<file path="src/rtl/lemon_wb_pkg.sv">
// Shared types and default widths for the LemonPC register-file write-back path.
package lemon_wb_pkg;

  localparam int unsigned DefaultAddrWidth = 5;
  localparam int unsigned DefaultDataWidth = 64;

  typedef enum logic {
    WB_SRC_ALU = 1'b0,
    WB_SRC_LSU = 1'b1
  } wb_src_e;

  function automatic wb_src_e wb_src_other(input wb_src_e src);
    return (src == WB_SRC_ALU) ? WB_SRC_LSU : WB_SRC_ALU;
  endfunction

endpackage

</file>
<file path="src/rtl/rr_arbiter2.sv">
// Two-requester round-robin arbiter; on contention the source granted least recently wins.
module rr_arbiter2
  import lemon_wb_pkg::*;
(
  input  logic clk,
  input  logic rst_n,
  input  logic req_alu,
  input  logic req_lsu,
  output logic gnt_alu,
  output logic gnt_lsu
);

  wb_src_e last_q;

  always_comb begin
    gnt_alu = 1'b0;
    gnt_lsu = 1'b0;
    if (req_alu && req_lsu) begin
      if (wb_src_other(last_q) == WB_SRC_LSU) begin
        gnt_lsu = 1'b1;
      end else begin
        gnt_alu = 1'b1;
      end
    end else begin
      gnt_alu = req_alu;
      gnt_lsu = req_lsu;
    end
  end

  // Reset value marks ALU as last winner so LSU is preferred first.
  always_ff @(posedge clk or negedge rst_n) begin
    if (!rst_n) begin
      last_q <= WB_SRC_ALU;
    end else if (gnt_alu) begin
      last_q <= WB_SRC_ALU;
    end else if (gnt_lsu) begin
      last_q <= WB_SRC_LSU;
    end
  end

endmodule

</file>
<file path="src/rtl/regfile_writeback.sv">
// Register-file write front end: arbitrates ALU/LSU results onto one write port and
// tracks pending writes per register for RAW/WAW hazard detection with one-cycle bypass.
module regfile_writeback
  import lemon_wb_pkg::*;
#(
  parameter int unsigned ADDR_WIDTH = DefaultAddrWidth,
  parameter int unsigned DATA_WIDTH = DefaultDataWidth
) (
  input  logic                  clk,
  input  logic                  rst_n,
  input  logic                  issue_valid,
  input  logic [ADDR_WIDTH-1:0] issue_rd,
  output logic                  issue_ready,
  input  logic                  alu_valid,
  output logic                  alu_ready,
  input  logic [ADDR_WIDTH-1:0] alu_rd,
  input  logic [DATA_WIDTH-1:0] alu_data,
  input  logic                  lsu_valid,
  output logic                  lsu_ready,
  input  logic [ADDR_WIDTH-1:0] lsu_rd,
  input  logic [DATA_WIDTH-1:0] lsu_data,
  output logic                  rf_wen,
  output logic [ADDR_WIDTH-1:0] rf_rd,
  output logic [DATA_WIDTH-1:0] rf_dataD,
  input  logic [ADDR_WIDTH-1:0] q_rs1,
  input  logic [ADDR_WIDTH-1:0] q_rs2,
  output logic                  rs1_busy,
  output logic                  rs2_busy,
  output logic                  rs1_byp,
  output logic                  rs2_byp,
  output logic [DATA_WIDTH-1:0] byp_data
);

  localparam int unsigned NumRegs = 1 << ADDR_WIDTH;

  logic                  alu_gnt, lsu_gnt;
  logic                  wr_en;
  logic [ADDR_WIDTH-1:0] wr_rd;
  logic [DATA_WIDTH-1:0] wr_data;
  logic                  wen_q;
  logic [ADDR_WIDTH-1:0] rd_q;
  logic [DATA_WIDTH-1:0] data_q;
  logic [NumRegs-1:0]    busy_q, busy_d;
  logic                  issue_hs;

  // Requests are masked during reset so no ready can be seen while rst_n is low.
  rr_arbiter2 u_arb (
    .clk     (clk),
    .rst_n   (rst_n),
    .req_alu (alu_valid & rst_n),
    .req_lsu (lsu_valid & rst_n),
    .gnt_alu (alu_gnt),
    .gnt_lsu (lsu_gnt)
  );

  assign alu_ready = alu_gnt;
  assign lsu_ready = lsu_gnt;

  always_comb begin
    wr_rd   = lsu_gnt ? lsu_rd : alu_rd;
    wr_data = lsu_gnt ? lsu_data : alu_data;
    wr_en   = (alu_gnt | lsu_gnt) & (wr_rd != '0);
  end

  always_ff @(posedge clk or negedge rst_n) begin
    if (!rst_n) begin
      wen_q  <= 1'b0;
      rd_q   <= '0;
      data_q <= '0;
    end else begin
      wen_q <= wr_en;
      if (wr_en) begin
        rd_q   <= wr_rd;
        data_q <= wr_data;
      end
    end
  end

  assign rf_wen   = wen_q;
  assign rf_rd    = rd_q;
  assign rf_dataD = data_q;
  assign byp_data = data_q;

  // A register retiring this cycle may be reissued immediately.
  assign issue_ready = ~(busy_q[issue_rd] & ~(wen_q & (rd_q == issue_rd)));
  assign issue_hs    = issue_valid & issue_ready;

  always_comb begin
    busy_d = busy_q;
    if (wen_q) begin
      busy_d[rd_q] = 1'b0;
    end
    if (issue_hs && (issue_rd != '0)) begin
      busy_d[issue_rd] = 1'b1;
    end
    busy_d[0] = 1'b0;
  end

  always_ff @(posedge clk or negedge rst_n) begin
    if (!rst_n) begin
      busy_q <= '0;
    end else begin
      busy_q <= busy_d;
    end
  end

  assign rs1_byp  = wen_q & (rd_q == q_rs1) & (q_rs1 != '0);
  assign rs2_byp  = wen_q & (rd_q == q_rs2) & (q_rs2 != '0);
  assign rs1_busy = busy_q[q_rs1] & ~rs1_byp;
  assign rs2_busy = busy_q[q_rs2] & ~rs2_byp;

endmodule

</file>
<file path="config.mk">
export PLATFORM = sky130hd
export DESIGN_NAME = regfile_writeback
export DESIGN_NICKNAME = d
export VERILOG_FILES = /design/src/rtl/lemon_wb_pkg.sv /design/src/rtl/rr_arbiter2.sv /design/src/rtl/regfile_writeback.sv
export SDC_FILE = /design/constraint.sdc
export NUM_CORES = 1
export LEC_CHECK = 0
export ABC_AREA = 1
export BUFFER_PORTS_ARGS = -buffer_cell sky130_fd_sc_hd__buf_2
export CORE_UTILIZATION = 45
export CTS_BUF_LIST = sky130_fd_sc_hd__clkbuf_16
export DETAILED_ROUTE_END_ITERATION = 7
export PLACE_DENSITY = 0.77
export SYNTH_ARGS = -nofsm -noshare
export SYNTH_HDL_FRONTEND = slang
export SYNTH_SLANG_ARGS = --single-unit
</file>
<file path="constraint.sdc">
create_clock -name clk -period 1.7 [get_ports clk]
set_input_delay 0.085 -clock clk [delete_from_list [all_inputs] [get_ports clk]]
set_output_delay 0.085 -clock clk [all_outputs]
set_load 0.03 [all_outputs]
</file>
==> impl.org <==
** Synthesis
- Of the post-synthesis cell area, the part taken by muxes is 0%.
- A synthesized cell averages 6.37 um2.
- By area, the combinational part of the netlist is dominated by simple AND/OR/NAND/NOR gates.
- Sequential area share after synthesis :: 37.9%
- Yosys top cell by area :: dfrtp_1
- Synthesized-area fraction occupied by xor and xnor cells :: 0.260%
- Synthesis produced a netlist whose cell count is 1,057.
- Compound-cell area share of the yosys netlist :: 5.91%
- Simple-gate area share of the yosys netlist :: 42.6%
- Synthesis inferred 102 register bits.
- Top cells by area, synth :: dfrtp_1 (38%), nand2_1 (32%), buf_4 (7.5%)
- The mapped netlist covers 6740 um2.
- Fraction of the mapped netlist area in adder cells :: 0%
- When the netlist entered floorplanning its net count stood at 1,215.
- During synthesis, Yosys emitted a total of 0 warnings.
- Area share of the largest cell type after synthesis :: 37.9%
- Synthesis instantiated 25 different standard cells from the library.

** Critical path
- The critical path is of the register to register type.
- The worst setup path is captured at a register.
- Together, buffers and inverters on the worst path number 3.
- STA puts the critical path data arrival time at 2.07 ns.
- Critical path's largest stage delay :: 0.39 ns
- Ordered list of cells on the worst path :: nand2_2 -> nand3_4 -> buf_6 -> o21ai_4 -> nand4_1 -> nand2_4 -> buf_6 -> clkbuf_16 -> nand2_1 -> nand2_1
- Master of the slowest instance on the critical path :: dfrtp_1
- Grouping stages by cell kind, the critical path spends the most delay in simple AND/OR/NAND/NOR gates.
- Required time at the endpoint of the critical path :: 2.00 ns
- Critical Path Fanout Max :: 9
- Setup crit start kind :: register

** Global route
- Maximum number of pins on one net before global-route repair :: 102
- Overflow left after global routing :: 0
- The via count of the first global-routing pass came to 7,368.
- Antenna violations before repair :: 0
- Wire length of the first global-routing pass :: 39,200 um
- For this run, the total global-route usage over all layers was measured as 32.3%.

** Power
- Lkg Pwr :: 5.31 nW
- Sequential cell fraction of total power :: 34.0%
- In this run the power density over the cells is 1260 nW/um2.
- Post-route total power :: 11.6 mW
- The analysis attributes to net switching a power of 5.54 mW.
- In this run switching power makes up 47.6% of total power.
- Internal Dissipation :: 6.11 mW
- Clk pwr share :: 17.4%
- Peak supply drop :: 786 uV
- Comb pwr share :: 48.7%

** Timing
- Fmax achieved :: 0.564 GHz
- Total count of hold-check failures in the final report :: 0
- Setup slack on the critical path of the routed design comes to -0.0746 ns.
- Minimum clock period after layout :: 1.77 ns
- Clock skew on the completed layout was measured at 0.0104 ns.
- Headroom to the max-slew limit came out at 60.7%.
- Final cycle utilization of the critical path :: 104%
- Count of pins over their slew limit :: 0
- RSZ-0062 raised after global routing :: yes
- Setup violations remaining at the end of the flow were counted as 69.
- At the pin with the least slew margin, the transition time is 0.590 ns.

** Final layout
- 0 antenna diodes ended up in the layout.
- Sequential cell area :: 2560 um2
- Area of combinational cells with multiple inputs :: 3590 um2
- Fraction of layout instances using a drive strength above 1 :: 35.6%
- From synthesis to final layout, the design area changed by 37.5%.
- The final layout contains 1,487 nets.
- For this run, the number of standard cells in the final layout without fillers is 1,518.
- Layout fillers :: 1,352

** Outcome
- The run finished, with violations left.
- Failing checks :: negative setup slack

** Route
- In the final routed layout, each cell accounts on average for 17.2 um.
- Initial DRC Count :: 769
- Remaining antenna violation count :: 0
- Post-detailed-route DRC marker count :: 0
- Wires add up to 26,100 um.
- Drt via density :: 5.27
- Length of the first detailed-routing pass in iterations :: 5
- Total via count in the routed design :: 7,996

** Clock tree
- The tree is rooted in a clkbuf_16.
- Number of buffers inserted during clock tree synthesis :: 9
- TritonCTS built the clock tree.
- The longest clock path from root to sink contains 2 buffers.
- The H-tree was split into 3 levels.
- For this design, the sink count on the clock tree is 102.
- Clock-pin slew was measured on the worst setup and hold paths at 0.08 ns.
- Clock insertion delay at the later pin of the skew report :: 0.36 ns

** Place
- Dpl hpwl :: 17,700 um
- Port Buf Inserts :: 298
- Counting tap cells, the placed design contains a total of 1,465 instances.
- GPL Wtd Cong :: 0.984

** Die
- Y dimension of the die :: 124 um
- Initial core utilization :: 46.2%
- CORE AREA :: 14,600 um2
- Io pins :: 299
- Die Span X :: 124 um
- The die covers 15,500 um2.
- The initialized floorplan defines 44 standard-cell rows.

** Worst hold path
- The min-delay analysis places its worst path in the category input pin to register.

** Run
- Max Cap Violations :: 0
kinds of logic after synthesis:
| logic type | after synthesis |
|---|---|
| buffers and inverters | 159 |
| flip-flops | 102 |
| AO/OA/AOI/OAI | 76 |
| AND/OR/NAND/NOR | 718 |
| XOR/XNOR | 2 |
cell type report:
cell class	instances	area share, %
multi-input combinational	796	38.8
sequential	102	27.6
timing repair buffer	376	26.1
tap	184	2.48
clock buffer	9	2.43
inverter	43	1.93
clock inverter	7	0.594
timing repair inverter	1	0.0945
tightest hold or removal path, cell delays in order:
cell     delay [ns]
buf_2          0.07
nand2_1        0.04
nand2_1        0.05
nand2_1        0.05
nand2_1        0.05
placed cells by master (no fill, tap or decap), types with 15 or more instances in the layout:
cell type  instances
nand2_1          531
buf_2            293
dfrtp_1           99
nand3_1           52
buf_4             49
nand2_2           41
o21ai_0           36
inv_1             35
nor2_1            34
nand4_1           33
clkbuf_16         15
stage by stage:
step	area (um2)	setup WS [ns]	utilization, %	setup TNS [ns]	hold slack (ns)
finish	9270	-0.0746	63.5	-3.68	0.0108
global route	9270	-0.194	63.5	-13.90	0.0137
CTS	8730	-0.0284	59.8	-0.0810	0.00120
detailed placement	8150	-0.0212	55.8	-0.0476	-0.0828
global placement	8150	0.0503	55.8	0	-0.0837
floorplan	6800	0.00960	-	0	-0.211
flip-flops by register name (all words and copies together) (netlist names):
signal and cells:
rf_rd 5, rf_wen 1, byp_data 64, busy_q 31
u_arb.last_q 1
worst paths after layout:
path	start	end	cells after the start	slack [ns]
worst max-delay path	u_arb.last_q	byp_data[39]	10	-0.07
worst min-delay path	lsu_data[16]	byp_data[16]	5	0.01
worst max register to register	u_arb.last_q	byp_data[39]	10	-0.07
worst min register to register	byp_data[3]	byp_data[3]	2	0.50
max in group asynchronous	rst_n	rf_rd[2]	3	0.51
min in group asynchronous	rst_n	u_arb.last_q	2	0.25
metal layers:
metal  share of wire, %  track usage (%)  vias up
li1                   -                -     3806
met1                 41             42.1     3701
met2                 47             53.1      420
met3                8.8             6.92       69
met4                2.9             10.5        0
met5                  0                0        -
synthesized netlist by cell type:
cell type and instances:
clkinv_1 1, o211ai_1 2, o2111ai_1 1, buf_2 21, inv_1 39, a21oi_1 18
nand3_2 1, clkbuf_1 21, xnor2_1 2, a211oi_1 1, buf_6 3, or2_2 1
o22ai_1 5, nand4_1 33, nand3_1 55, nand2_1 579, buf_4 67, nor3_1 10
o21ai_0 47, nor2_1 37, dfrtp_1 102, inv_2 3, nand2_2 2, o21ai_1 2
buf_1 4
power by group through the flow:
stage	Combinational, mW	Clock (mW)	Sequential (mW)
floorplan	3.02	0	4.46
global placement	4.85	0	3.96
detailed placement	4.91	0	3.96
CTS	5.23	2.05	3.91
global route	6.07	2.14	4.04
finish	5.67	2.03	3.95
timing repair:
action,4_1_cts,5_1_grt
cloned,3,8
endpoints found under the setup margin,56,106
resized for setup,34,96
hold buffers,2,0
pin swaps,9,17
hold endpoints to repair,103,0
setup buffers,13,12
No activity file was read; power rests on OpenSTA's default activity.
